File: src/rtl/pipe_pkg.sv
// Shared types and constants for the pipeline front-end controller.
// Latency: n/a (declarations only).
// Backpressure: n/a.
package pipe_pkg;

  typedef enum logic [1:0] {
    RUN   = 2'd0,
    FLUSH = 2'd1,
    IWAIT = 2'd2
  } state_t;

  // Register $zero never carries a real dependency.
  localparam logic [4:0] REG_ZERO = 5'd0;

  // All-zero word (sll $0,$0,0); IF/ID loads this when flushed.
  localparam logic [31:0] NOP_INSTR = 32'h0000_0000;

endpackage

File: src/rtl/pipeline_hazard_ctrl_sat_counter.sv
// Saturating event counter with synchronous clear.
// Latency: count reflects an inc one clock after it is sampled.
// Backpressure: none; holds at all-ones instead of wrapping, clr wins over inc.
module sat_counter #(
  parameter int W = 16
) (
  input  logic         clk,
  input  logic         reset,
  input  logic         clr,
  input  logic         inc,
  output logic [W-1:0] count
);

  // Count events, stick at the maximum, clear on request.
  always_ff @(posedge clk or posedge reset) begin
    if (reset) begin
      count <= '0;
    end else if (clr) begin
      count <= '0;
    end else if (inc && (count != {W{1'b1}})) begin
      count <= count + W'(1);
    end
  end

endmodule

File: src/rtl/pipeline_hazard_ctrl.sv
// Front-end sequencing for the 5-stage pipeline: PC/IF-ID enables, flushes, bubbles.
// Latency: control outputs are combinational (same cycle); state/counters update on clk.
// Backpressure: imem wait and load-use stall the PC and IF/ID; branch flush overrides both.
module pipeline_hazard_ctrl
  import pipe_pkg::*;
#(
  parameter int FLUSH_CYCLES = 1,
  parameter int CNT_W        = 16
) (
  input  logic             clk,
  input  logic             reset,
  input  logic [4:0]       ifid_rs,
  input  logic [4:0]       ifid_rt,
  input  logic             ifid_uses_rt,
  input  logic             idex_mem_read,
  input  logic [4:0]       idex_rt,
  input  logic             branch_taken,
  input  logic             imem_ready,
  input  logic             clear_counters,
  output logic             pc_write,
  output logic             if_id_write,
  output logic             if_id_flush,
  output logic             id_ex_flush,
  output logic [CNT_W-1:0] stall_count,
  output logic [CNT_W-1:0] flush_count
);

  // Remaining wrong-path slots after the branch cycle itself.
  localparam logic [1:0] FLUSH_RELOAD = 2'(FLUSH_CYCLES - 1);

  state_t     state, next_state;
  logic [1:0] flush_left, next_left;
  logic       load_use;

  // Load in EX writes a register the ID instruction reads.
  assign load_use = idex_mem_read && (idex_rt != REG_ZERO) &&
                    ((idex_rt == ifid_rs) || (ifid_uses_rt && (idex_rt == ifid_rt)));

  // State and flush down-counter register.
  always_ff @(posedge clk or posedge reset) begin
    if (reset) begin
      state      <= RUN;
      flush_left <= 2'd0;
    end else begin
      state      <= next_state;
      flush_left <= next_left;
    end
  end

  // Next state and control outputs; priority branch > imem wait > load-use.
  always_comb begin
    next_state  = state;
    next_left   = flush_left;
    pc_write    = 1'b1;
    if_id_write = 1'b1;
    if_id_flush = 1'b0;
    id_ex_flush = 1'b0;
    if (reset) begin
      pc_write    = 1'b0;
      if_id_write = 1'b0;
      if_id_flush = 1'b1;
      id_ex_flush = 1'b1;
    end else if (branch_taken) begin
      // PC loads the target even if imem is stalled.
      if_id_flush = 1'b1;
      id_ex_flush = 1'b1;
      if (FLUSH_CYCLES > 1) begin
        next_state = FLUSH;
        next_left  = FLUSH_RELOAD;
      end else begin
        next_state = imem_ready ? RUN : IWAIT;
        next_left  = 2'd0;
      end
    end else begin
      case (state)
        FLUSH: begin
          if_id_flush = 1'b1;
          id_ex_flush = 1'b1;
          pc_write    = imem_ready;
          if (imem_ready) begin
            next_left = flush_left - 2'd1;
            if (flush_left == 2'd1) begin
              next_state = RUN;
            end
          end
        end
        default: begin
          // RUN and IWAIT share outputs; IWAIT leaves once imem responds.
          if (!imem_ready) begin
            pc_write    = 1'b0;
            if_id_write = 1'b0;
            id_ex_flush = 1'b1;
            next_state  = IWAIT;
          end else begin
            next_state = RUN;
            if (load_use) begin
              pc_write    = 1'b0;
              if_id_write = 1'b0;
              id_ex_flush = 1'b1;
            end
          end
        end
      endcase
    end
  end

  sat_counter #(.W(CNT_W)) u_stall_cnt (
    .clk   (clk),
    .reset (reset),
    .clr   (clear_counters),
    .inc   (!pc_write),
    .count (stall_count)
  );

  sat_counter #(.W(CNT_W)) u_flush_cnt (
    .clk   (clk),
    .reset (reset),
    .clr   (clear_counters),
    .inc   (if_id_flush),
    .count (flush_count)
  );

endmodule

File: config.mk
export PLATFORM = sky130hd
export DESIGN_NAME = pipeline_hazard_ctrl
export DESIGN_NICKNAME = d
export VERILOG_FILES = /design/src/rtl/pipe_pkg.sv /design/src/rtl/pipeline_hazard_ctrl_sat_counter.sv /design/src/rtl/pipeline_hazard_ctrl.sv
export SDC_FILE = /design/constraint.sdc
export NUM_CORES = 1
export LEC_CHECK = 0
export CAP_MARGIN = 20
export CORE_ASPECT_RATIO = 1.2
export CORE_MARGIN = 2
export CORE_UTILIZATION = 50
export DETAILED_ROUTE_END_ITERATION = 6
export DONT_BUFFER_PORTS = 1
export HOLD_SLACK_MARGIN = 0.15
export PLACE_DENSITY_LB_ADDON = 0.2
export SYNTH_ARGS = -nofsm -noshare
export SYNTH_HDL_FRONTEND = slang
export SYNTH_HIERARCHICAL = 1
export SYNTH_SLANG_ARGS = --single-unit
export TNS_END_PERCENT = 100
File: constraint.sdc
create_clock -name clk -period 3 [get_ports clk]
set_input_delay 0.6 -clock clk [delete_from_list [all_inputs] [get_ports clk]]
set_output_delay 0.6 -clock clk [all_outputs]
set_load 0.01 [all_outputs]
==> results_dict.tcl <==
set metrics [dict create \
    grt_pass1_wl_mm 7.67 \
    fmax_mhz 407 \
    synth_compound_area_frac 0.157 \
    cts.sinks 32 \
    clk_path_buf_depth 2 \
    fill_cells 366 \
    multi_input_area_sq_um 1160 \
    synth_enable_flop_cells 0 \
    ys_types 35 \
    cts-buffers-inserted 5 \
    grt_max_degree 39 \
    grtUsageMet3 0.0620 \
    netlist_instances 229 \
    die_area_sq_um 4610 \
    track_usage 0.207 \
    final_nets 253 \
    dr.first_iter.drc_count 151 \
    period_share 0.819 \
    slew_headroom 0.494 \
    wl_per_cell_um 16.8 \
    cts_resized 0 \
    setup_violations 0 \
    synthesis.area_sq_um 2040 \
    fin_worst_skew_ns 0.0106 \
    crit_buf_inv 0 \
    cts_root_buf "clkbuf_8" \
    crit_chain "xor2_1 -> nor4_1 -> a32oi_1 -> o21ai_0 -> nand3_1 -> or4_4 -> or4_1 -> a21oi_1" \
    ioPinCount 58 \
    hold_buffers 0 \
    fin_setup_tns_ns 0 \
    regArea_sq_um 801 \
    drv_cap 0 \
    grt.overflow.total 0 \
    final_cells 284 \
    fin_total_pwr_mw 0.971 \
    critPathLaunchType "input port" \
    drt-vias-per-instance 6.40 \
    period_minus_slack_ns 2.46 \
    fp.dieW_um 62.3 \
    place_inst 276 \
    port_buffers 0 \
    htreeDepth 2 \
    die_height_um 74.0 \
    drc 0 \
    cp_data_required_time_ns 3.22 \
    yosysWarnings 6 \
    clk_pin_slew_ns 0.07 \
    synthSimpleGateAreaFrac 0.322 \
    ys_seq_elements 32 \
    path_delay_family "simple AND/OR/NAND/NOR gates" \
    core_sq_um 3940 \
    met2_usage 0.373 \
    postRouteAntennaNets 0 \
    power.density_nw_per_um2 443 \
    start_util 0.518 \
    synth-async-reset-ratio 1.00 \
    drt_first_pass_iters 5 \
    crit_fanout 6 \
    worst_slack_ns 0.544 \
    synth_flop_cell "dfrtp_1" \
    max_stage_delay_ns 0.46 \
    status "complete, no violations" \
    place_congestion 0.850 \
    antenna_found_initial 0 \
    clk_latency_ns 0.29 \
    syn_area_per_cell_sq_um 8.92 \
    met1_usage 0.232 \
    synth_xor_area_frac 0.0429 \
    drive_gt1_frac 0.0957 \
    place_ws_ns 0.220 \
    postSynthNetCount 253 \
    synth_top_family_by_area "simple AND/OR/NAND/NOR gates" \
    grt_pass1_vias 1671 \
    wirelength_mm 4.76 \
    num_vias 1819 \
    critPathKind "input port to flop" \
    dp_hpwl_mm 3.38 \
    top_usage_layer "met2" \
    finalHoldViolations 0 \
    irDropWorstVdd_uv 240 \
    hold_path_class "input port to asynchronous set/reset pin" \
    endpoint_kind "flop" \
    rsz0062_at_grt "false" \
    rows 25 \
    num_antenna_cells 0 \
    cts_setup_buffers 0 \
    synth_mux_area_frac 0.0319 \
    cpMaxStageDelayCell "or4_4" \
    p_leak_nw 0.791 \
    worstMarginPinSlew_ns 0.753 \
    cts_tree "built" \
    synth_adder_area_share 0.0123 \
    areaGrowthSynthToFinish_pct 7.41 \
    worstPathArrival_ns 2.67 \
    yosysSeqAreaShare 0.392 \
    drv_slew 0 \
]
[Yosys cell counts (3+ instances only)]
| master | number | area [sq um] |
|---|---|---|
| or3_1 | 12 | 75.1 |
| nand3_1 | 14 | 70.1 |
| xor2_1 | 9 | 78.8 |
| or4_1 | 12 | 90.1 |
| nor2_1 | 11 | 41.3 |
| buf_4 | 3 | 22.5 |
| nand2b_1 | 4 | 25.0 |
| nand2_1 | 14 | 52.6 |
| o31ai_1 | 10 | 75.1 |
| dfrtp_1 | 32 | 801 |
| nor2b_1 | 6 | 37.5 |
| nor3_1 | 10 | 50.1 |
| o41ai_1 | 4 | 35.0 |
| nor4_1 | 7 | 43.8 |
| inv_1 | 7 | 26.3 |
| nand4_1 | 8 | 50.1 |
| mux2_2 | 4 | 45.0 |
| o21ai_0 | 11 | 55.1 |
| a21oi_1 | 24 | 120 |
[metrics by stage]
stage,area (sq um),utilization,hold slack [ns]
6_report,2190,0.557,0.274
5_1_grt,2190,0.557,0.325
4_1_cts,2190,0.557,0.292
3_5_place_dp,2070,0.524,0.599
3_3_place_gp,2070,0.524,0.595
2_1_floorplan,2040,-,0.514
[power breakdown]
group          leakage, nW  total (mW)  switching, mW  internal, mW
Clock               0.0645       0.453          0.160         0.293
Sequential           0.443       0.455         0.0167         0.439
Combinational        0.283      0.0620         0.0365        0.0255
[cell usage in the layout, fill, tap and decap left out, drive strengths merged]
cell / instances
a21oi: 24
ha: 2
o21ai: 11
nor4: 7
nand2b: 4
o41ai: 4
nand3: 14
nor2: 11
nor2b: 6
or3: 14
nand4: 10
and4: 2
dfrtp: 32
mux2i: 2
a32oi: 1
inv: 7
or4: 16
clkbuf: 7
nand2: 14
o211ai: 1
xnor2: 1
nor3: 10
buf: 2
mux2: 4
xor2: 9
nand3b: 1
o21a: 1
o31ai: 10
bufinv: 1
a31oi: 2
[sequential cells by signal, summed over array words and instances, names as in the netlist]
name,count
u_stall_cnt/count,16
u_flush_cnt/count,16
[kinds of logic (layout without fill, tap and decap cells)]
logic type | after synthesis | count (layout)
simple gates | 109 | 109
compound gates | 54 | 54
flops | 32 | 32
buf+inv | 16 | 17
xor+xnor | 10 | 10
mux | 6 | 6
fa+ha+maj | 2 | 2
[path summary, 6_finish.rpt]
check,cells past startpoint,to,from,slack (ns)
max reg2reg,5,u_stall_cnt/count[0]$_DFFE_PP0P_,u_stall_cnt/count[0]$_DFFE_PP0P_,0.81
max,8,u_stall_cnt/count[13]$_DFFE_PP0P_,idex_rt[3],0.54
min,1,u_flush_cnt/count[0]$_DFFE_PP0P_,reset,0.27
min reg2reg,2,u_flush_cnt/count[14]$_DFFE_PP0P_,u_flush_cnt/count[14]$_DFFE_PP0P_,0.61
max in group asynchronous,1,u_stall_cnt/count[12]$_DFFE_PP0P_,reset,2.29
min in group clk,1,u_flush_cnt/count[7]$_DFFE_PP0P_,clear_counters,0.37
[layer usage]
metal,wire [um],vias up
met3,275,10
met1,1940,871
met2,2440,59
met5,0,-
met4,102,0
li1,-,879
[cell type report]
cell class                 instances  share of cell area
inverter                           7              0.0120
clock inverter                     1              0.0137
tap                               54              0.0308
multi-input combinational        181               0.528
timing repair buffer               2             0.00685
clock buffer                       7              0.0439
sequential                        32               0.365
Power figures use the tool's default switching activity.
